**src/rtl/mdu_pkg.sv**
```systemverilog
// rtl/mdu_pkg.sv - op/ALU encodings and state type shared by the mdu_seq slice
package mdu_pkg;

  localparam int MDU_XLEN = 32;

  localparam logic [1:0] OP_MULTU = 2'b00;
  localparam logic [1:0] OP_DIVU  = 2'b01;
  localparam logic [1:0] OP_MULT  = 2'b10;
  localparam logic [1:0] OP_DIV   = 2'b11;

  localparam logic [3:0] ALU_ADD = 4'b0010;
  localparam logic [3:0] ALU_SUB = 4'b0110;
  localparam logic [3:0] ALU_NOR = 4'b1100;

`ifdef MDU_SIGNED_EN
  typedef enum logic [2:0] {S_IDLE, S_NEGA, S_NEGB, S_ITER, S_FIX1, S_FIX2, S_DONE} state_t;
`else
  typedef enum logic [2:0] {S_IDLE, S_ITER, S_DONE} state_t;
`endif

endpackage

```
**src/rtl/mdu_seq_if.sv**
```systemverilog
// rtl/mdu_seq_if.sv - request/result handshake and shared-ALU port bundle of mdu_seq
interface mdu_seq_if;
  import mdu_pkg::*;

  logic                start;
  logic [1:0]          op;
  logic [MDU_XLEN-1:0] src_a;
  logic [MDU_XLEN-1:0] src_b;
  logic                busy;
  logic                done;
  logic                div0;
  logic [MDU_XLEN-1:0] hi;
  logic [MDU_XLEN-1:0] lo;
  logic [MDU_XLEN-1:0] alu_a;
  logic [MDU_XLEN-1:0] alu_b;
  logic [3:0]          alu_op;
  logic [MDU_XLEN-1:0] alu_s;
  logic                alu_cout;

  modport master (
    output start, op, src_a, src_b, alu_s, alu_cout,
    input  busy, done, div0, hi, lo, alu_a, alu_b, alu_op
  );

  modport slave (
    input  start, op, src_a, src_b, alu_s, alu_cout,
    output busy, done, div0, hi, lo, alu_a, alu_b, alu_op
  );

endinterface

```
**src/rtl/mdu_seq.sv**
```systemverilog
// rtl/mdu_seq.sv - multi-cycle multiply/divide sequencer driving the shared ALU32
// Signed MULT/DIV (NEG/FIX states) are built only when MDU_SIGNED_EN is defined.
module mdu_seq
  import mdu_pkg::*;
#(
  parameter int XLEN  = 32,
  parameter int CNT_W = 5
) (
  input logic      clk,
  input logic      rst,
  mdu_seq_if.slave bus
);

  state_t            state, state_n;
  logic              is_div;
  logic              div0_r;
  logic              done_r;
  logic [XLEN-1:0]   hi_r, lo_r, m_r;
  logic [CNT_W-1:0]  cnt;
  logic [XLEN-1:0]   sh;
  logic              q;
  logic [XLEN-1:0]   alu_a, alu_b;
  logic [3:0]        alu_op;
`ifdef MDU_SIGNED_EN
  logic              is_sgn, sa, sb, lz;
`endif

  // Restoring divide: a set hi[31] means the shifted value already exceeds any divisor.
  assign sh = {hi_r[XLEN-2:0], lo_r[XLEN-1]};
  assign q  = hi_r[XLEN-1] | bus.alu_cout;

  always_comb begin
    state_n = state;
    alu_op  = ALU_ADD;
    alu_a   = '0;
    alu_b   = '0;
    case (state)
      S_IDLE: begin
        if (bus.start) begin
`ifdef MDU_SIGNED_EN
          state_n = bus.op[1] ? S_NEGA : S_ITER;
`else
          state_n = S_ITER;
`endif
        end
      end
`ifdef MDU_SIGNED_EN
      S_NEGA: begin
        if (sa) begin
          alu_op = ALU_SUB;
          alu_b  = is_div ? lo_r : m_r;
        end
        state_n = S_NEGB;
      end
      S_NEGB: begin
        if (sb) begin
          alu_op = ALU_SUB;
          alu_b  = is_div ? m_r : lo_r;
        end
        state_n = S_ITER;
      end
`endif
      S_ITER: begin
        if (is_div) begin
          alu_op = ALU_SUB;
          alu_a  = sh;
          alu_b  = m_r;
        end else begin
          alu_a  = hi_r;
          alu_b  = lo_r[0] ? m_r : '0;
        end
        if (cnt == '0) begin
`ifdef MDU_SIGNED_EN
          state_n = is_sgn ? S_FIX1 : S_DONE;
`else
          state_n = S_DONE;
`endif
        end
      end
`ifdef MDU_SIGNED_EN
      S_FIX1: begin
        if (sa ^ sb) begin
          alu_op = ALU_SUB;
          alu_b  = lo_r;
        end
        state_n = S_FIX2;
      end
      S_FIX2: begin
        // Negating a 64-bit product: the high word only takes the +1 carry when lo was zero.
        if (!is_div && (sa ^ sb)) begin
          if (lz) begin
            alu_op = ALU_SUB;
            alu_b  = hi_r;
          end else begin
            alu_op = ALU_NOR;
            alu_a  = hi_r;
            alu_b  = hi_r;
          end
        end else if (is_div && sa) begin
          alu_op = ALU_SUB;
          alu_b  = hi_r;
        end
        state_n = S_DONE;
      end
`endif
      S_DONE:  state_n = S_IDLE;
      default: state_n = S_IDLE;
    endcase
  end

  always_ff @(posedge clk) begin
    if (rst) begin
      state  <= S_IDLE;
      is_div <= 1'b0;
      div0_r <= 1'b0;
      done_r <= 1'b0;
      hi_r   <= '0;
      lo_r   <= '0;
      m_r    <= '0;
      cnt    <= '0;
`ifdef MDU_SIGNED_EN
      is_sgn <= 1'b0;
      sa     <= 1'b0;
      sb     <= 1'b0;
      lz     <= 1'b0;
`endif
    end else begin
      state  <= state_n;
      done_r <= (state == S_DONE);
      case (state)
        S_IDLE: begin
          if (bus.start) begin
            is_div <= bus.op[0];
            hi_r   <= '0;
            lo_r   <= bus.op[0] ? bus.src_a : bus.src_b;
            m_r    <= bus.op[0] ? bus.src_b : bus.src_a;
            div0_r <= bus.op[0] && (bus.src_b == '0);
            cnt    <= CNT_W'(XLEN - 1);
`ifdef MDU_SIGNED_EN
            is_sgn <= bus.op[1];
            sa     <= bus.op[1] & bus.src_a[XLEN-1];
            sb     <= bus.op[1] & bus.src_b[XLEN-1];
`endif
          end
        end
`ifdef MDU_SIGNED_EN
        S_NEGA: if (sa) begin
          if (is_div) lo_r <= bus.alu_s;
          else        m_r  <= bus.alu_s;
        end
        S_NEGB: if (sb) begin
          if (is_div) m_r  <= bus.alu_s;
          else        lo_r <= bus.alu_s;
        end
`endif
        S_ITER: begin
          cnt <= cnt - 1'b1;
          if (is_div) begin
            hi_r <= q ? bus.alu_s : sh;
            lo_r <= {lo_r[XLEN-2:0], q};
          end else begin
            hi_r <= {bus.alu_cout, bus.alu_s[XLEN-1:1]};
            lo_r <= {bus.alu_s[0], lo_r[XLEN-1:1]};
          end
        end
`ifdef MDU_SIGNED_EN
        S_FIX1: if (sa ^ sb) begin
          lo_r <= bus.alu_s;
          lz   <= (lo_r == '0);
        end
        S_FIX2: if ((!is_div && (sa ^ sb)) || (is_div && sa)) begin
          hi_r <= bus.alu_s;
        end
`endif
        default: ;
      endcase
    end
  end

  assign bus.busy   = (state != S_IDLE);
  assign bus.done   = done_r;
  assign bus.div0   = div0_r;
  assign bus.hi     = hi_r;
  assign bus.lo     = lo_r;
  assign bus.alu_a  = alu_a;
  assign bus.alu_b  = alu_b;
  assign bus.alu_op = alu_op;

endmodule

```
**src/flat_wrapper.sv**
```systemverilog
// flat-port wrapper written by rule: the top's interface ports become plain ports
module mdu_seq_flat import mdu_pkg::*;
#(
  parameter int XLEN  = 32,
  parameter int CNT_W = 5
)
  (clk, rst, bus_start, bus_op, bus_src_a, bus_src_b, bus_alu_s, bus_alu_cout, bus_busy, bus_done, bus_div0, bus_hi, bus_lo, bus_alu_a, bus_alu_b, bus_alu_op);
  mdu_seq_if bus_i ();
  input logic clk;
  input logic rst;
  input wire logic [$bits(bus_i.start)-1:0] bus_start;
  input wire logic [$bits(bus_i.op)-1:0] bus_op;
  input wire logic [$bits(bus_i.src_a)-1:0] bus_src_a;
  input wire logic [$bits(bus_i.src_b)-1:0] bus_src_b;
  input wire logic [$bits(bus_i.alu_s)-1:0] bus_alu_s;
  input wire logic [$bits(bus_i.alu_cout)-1:0] bus_alu_cout;
  output wire logic [$bits(bus_i.busy)-1:0] bus_busy;
  output wire logic [$bits(bus_i.done)-1:0] bus_done;
  output wire logic [$bits(bus_i.div0)-1:0] bus_div0;
  output wire logic [$bits(bus_i.hi)-1:0] bus_hi;
  output wire logic [$bits(bus_i.lo)-1:0] bus_lo;
  output wire logic [$bits(bus_i.alu_a)-1:0] bus_alu_a;
  output wire logic [$bits(bus_i.alu_b)-1:0] bus_alu_b;
  output wire logic [$bits(bus_i.alu_op)-1:0] bus_alu_op;
  assign bus_i.start = bus_start;
  assign bus_i.op = bus_op;
  assign bus_i.src_a = bus_src_a;
  assign bus_i.src_b = bus_src_b;
  assign bus_i.alu_s = bus_alu_s;
  assign bus_i.alu_cout = bus_alu_cout;
  assign bus_busy = bus_i.busy;
  assign bus_done = bus_i.done;
  assign bus_div0 = bus_i.div0;
  assign bus_hi = bus_i.hi;
  assign bus_lo = bus_i.lo;
  assign bus_alu_a = bus_i.alu_a;
  assign bus_alu_b = bus_i.alu_b;
  assign bus_alu_op = bus_i.alu_op;
  mdu_seq #(.XLEN(XLEN), .CNT_W(CNT_W)) u_core (.clk(clk), .rst(rst), .bus(bus_i));
endmodule
```
**config.mk**
```make
export PLATFORM = sky130hd
export DESIGN_NAME = mdu_seq_flat
export DESIGN_NICKNAME = d
export VERILOG_FILES = /design/src/rtl/mdu_pkg.sv /design/src/rtl/mdu_seq_if.sv /design/src/rtl/mdu_seq.sv /design/src/flat_wrapper.sv
export SDC_FILE = /design/constraint.sdc
export NUM_CORES = 1
export LEC_CHECK = 0
export ABC_AREA = 1
export CAP_MARGIN = 10
export CORE_ASPECT_RATIO = 1.2
export CORE_UTILIZATION = 30
export CTS_CLUSTER_SIZE = 10
export DETAILED_ROUTE_END_ITERATION = 8
export MAX_ROUTING_LAYER = met4
export PLACE_DENSITY = 0.68
export REMOVE_ABC_BUFFERS = 1
export SLEW_MARGIN = 40
export SYNTH_ARGS = -nofsm -noshare
export SYNTH_HDL_FRONTEND = slang
export SYNTH_SLANG_ARGS = --single-unit
```
**constraint.sdc**
```tcl
create_clock -name clk -period 1.4 [get_ports clk]
set_input_delay 0.21 -clock clk [delete_from_list [all_inputs] [get_ports clk]]
set_output_delay 0.21 -clock clk [all_outputs]
set_load 0.02 [all_outputs]
```
==> results.json <==
{
  "ys.flop_type": "dfxtp_1",
  "dr_total_vias": 8624,
  "clock_latency_ps": 360,
  "setup_viol": 134,
  "muxShareOfSynthArea_pct": 0,
  "internal-power_w": 0.00717,
  "cts_sinks": 106,
  "ctsHtreeMaxLevel": 3,
  "hold_path_end": "u_core.m_r[29]",
  "rr_startpoint": "u_core.state[1]",
  "initial_utilization_pct": 30.5,
  "yosysTopAreaCellShare_pct": 32.2,
  "fp.dieH_um": 164,
  "ys_seq_area_share_pct": 32.2,
  "grt_pass1_wl_um": 39500,
  "drive_above_1_share_pct": 30.1,
  "synth_xor_xnor_area_share_pct": 0,
  "synth_top_family_by_area": "compound AO/OA/AOI/OAI gates",
  "hold_ws_ps": 360,
  "min_from": "bus_op[0]",
  "violations": "setup timing",
  "crit_required_ps": 1190,
  "grt_pass1_vias": 7712,
  "finalCritPeriodShare_pct": 125,
  "synth_simple_gate_area_share_pct": 25.1,
  "io_pins": 237,
  "drt-total-wl_um": 28100,
  "maxCapViolCount": 0,
  "dpl-instance-area_mm2": 0.0100,
  "crit_path_start_kind": "register",
  "core_area_mm2": 0.0216,
  "synth.area.top_cells": "dfxtp_1, o21ai_0, nand2_1",
  "slew_viol_final": 0,
  "finalPower_w": 0.0111,
  "rsz0062_at_grt": "yes",
  "die-area_mm2": 0.0226,
  "dr.pass1.iters": 6,
  "synth_cell_types": 30,
  "drc_errors": 0,
  "postSynth.asyncResetShare_pct": 0,
  "fin_nets": 1502,
  "die_w_um": 137,
  "drtAntennaViolNets": 0,
  "vias_per_cell": 5.14,
  "hold_viol_final": 0,
  "wire_per_inst_um": 16.7,
  "cts_tree": "done",
  "switching_share_pct": 35.1,
  "synth_common_cells": "o21ai_0, nand2_1, inv_1",
  "synth_adder_area_share_pct": 0.190,
  "yosysTopAreaCell": "dfxtp_1",
  "clkPwrFrac_pct": 26.2,
  "r2r_end": "u_core.bus.lo[16]",
  "post-dp-hpwl_um": 17800,
  "root_buffer": "clkbuf_16",
  "fillers": 2024,
  "peakVddDrop_mv": 0.758,
  "ff2ff_setup_slack_ps": -350,
  "synth-compound-area-share_pct": 27.8,
  "synth_edf_count": 0,
  "yosysWarnings": 0,
  "finClkSkew_ps": 10.7,
  "clockBufferDepth": 2,
  "grt_use_total_pct": 23.0,
  "cts_buffers": 9,
  "synth.most_common_cell": "o21ai_0",
  "avgSynthCellArea_um2": 6.19,
  "grt_overflow_total": 0,
  "synth_area_mm2": 0.00660,
  "drt_iter0_drc": 479,
  "row_count": 59,
  "worst_setup_path_end_kind": "output pin",
  "synth_seq_cells": 106,
  "combPwrFrac_pct": 41.3,
  "power_leakage_nw": 5.59,
  "crit_arrival_ps": 1550,
  "fin_ws_ps": -355,
  "hold_path.class": "input port to register",
  "grt_max_degree": 40,
  "path_max_fanout": 5,
  "fin_area_mm2": 0.0118,
  "antenna_found_initial": 1,
  "switchingPower_w": 0.00388,
  "p_per_area_mw_per_mm2": 940,
  "outcome": "finished with violations",
  "place.port_buffers": 232,
  "clk_pin_slew_ps": 70,
  "seq_power_share_pct": 32.4,
  "critPathKind": "register to output pin",
  "syn_to_final_growth_pct": 78.1,
  "fmax_mhz": 570,
  "post-route-min-period_ps": 1760,
  "synth_cells": 1067,
  "gp_congestion": 0.847,
  "hold_depth": 4,
  "r2r.worst_path.cells": 12
}
## power by group through the flow
| stage | Combinational (W) | Clock [W] | Sequential [W] |
|---|---|---|---|
| 3_5_place_dp | 0.00353 | 0 | 0.00363 |
| 5_1_grt | 0.00489 | 0.00309 | 0.00362 |
| 3_3_place_gp | 0.00348 | 0 | 0.00363 |
| 2_1_floorplan | 0.00132 | 0 | 0.00385 |
| 6_report | 0.00457 | 0.00290 | 0.00358 |
| 4_1_cts | 0.00396 | 0.00296 | 0.00356 |
## registers in the layout (all words and copies together), names as in the netlist
register / flops
u_core.is_div: 1
u_core.state: 2
u_core.m_r: 32
u_core.bus.div0: 1
u_core.bus.done: 1
u_core.bus.lo: 32
u_core.cnt: 5
u_core.bus.hi: 32
## final cells by class
| type | instances | area (µm²) | area share, % |
|---|---|---|---|
| diodes | 1 | 2.50 | 0.0213 |
| clock buffers | 10 | 239 | 2.03 |
| clock inverters | 6 | 90.1 | 0.766 |
| inverters | 137 | 539 | 4.59 |
| multi-input cells | 733 | 4080 | 34.7 |
| flip-flops and latches | 106 | 2130 | 18.1 |
| well taps | 274 | 343 | 2.92 |
| repair buffers | 412 | 4340 | 36.9 |
## metrics by stage
stage / setup WS, ps / util, % / instances / TNS, ps
6_report: -355 / 54.4 / 1679 / -37340
5_1_grt: -411 / 54.4 / 1679 / -46190
4_1_cts: -350 / 50.2 / 1645 / -36990
3_5_place_dp: -436 / 46.3 / 1603 / -46230
3_3_place_gp: -427 / 46.3 / 1603 / -43860
2_1_floorplan: -3120 / - / 976 / -316300
## worst max path at each step
stage	to	slack, ps	startpoint
2_1_floorplan	bus_alu_b[0]	-3120	u_core.is_div
3_3_place_gp	bus_alu_b[20]	-430	u_core.is_div
3_5_place_dp	bus_alu_b[2]	-440	u_core.state[0]
4_1_cts	bus_alu_b[30]	-350	u_core.is_div
5_1_grt	bus_alu_a[30]	-410	u_core.state[1]
6_report	bus_alu_a[30]	-360	u_core.state[1]
## per-layer routing
metal / wire length (µm) / track usage (%) / up-vias / share of wire [%]
li1: - / - / 4193 / -
met1: 11400 / 27.6 / 4015 / 41
met3: 2310 / 5.00 / 44 / 8.2
met4: 446 / 4.85 / 0 / 1.6
met2: 13900 / 39.2 / 372 / 50
met5: 0 / - / - / 0
## cells by family after synthesis
family / count (synthesis)
AO/OA/AOI/OAI: 355
adder cells (fa/ha/maj): 1
buffers and inverters: 229
flip-flops: 106
other: 2
AND/OR/NAND/NOR: 374
## critical path: stages, from the launching register on
cell	delay, ps
dfxtp_2	320
inv_2	80
nand2_4	100
clkinv_8	90
buf_6	100
clkbuf_16	140
o21ai_1	70
a21oi_1	140
buf_4	160
## layout by cell type, fill, tap and decap left out, types with 2 or more instances in the layout
master,n
buf_4,173
nand2_1,157
inv_1,128
o21ai_0,123
dfxtp_1,102
clkdlybuf4s50_1,99
nor2_1,95
nand3_1,73
o21ai_1,64
o21ai_2,48
a21oi_1,39
a21oi_2,37
a31oi_1,36
buf_12,30
buf_6,30
nor3b_2,28
dlymetal6s2s_1,27
dlygate4sd2_1,24
clkbuf_16,19
buf_16,6
inv_2,5
nand2_2,4
buf_8,4
nor2_4,3
nand2_4,3
o21a_1,3
conb_1,3
buf_2,3
clkbuf_2,3
dfxtp_2,3
nor3b_1,2
nor3b_4,2
o21ai_4,2
inv_4,2
nor3_1,2
bufinv_16,2
clkinv_4,2
## timing repair
item | 4_1_cts | 5_1_grt
cloned | 9 | 11
setup endpoints to repair | 202 | 189
hold buffers | 0 | 0
pin swaps | 18 | 24
buffers inserted | 17 | 26
gates resized for setup | 504 | 187
Power figures use the tool's default switching activity.
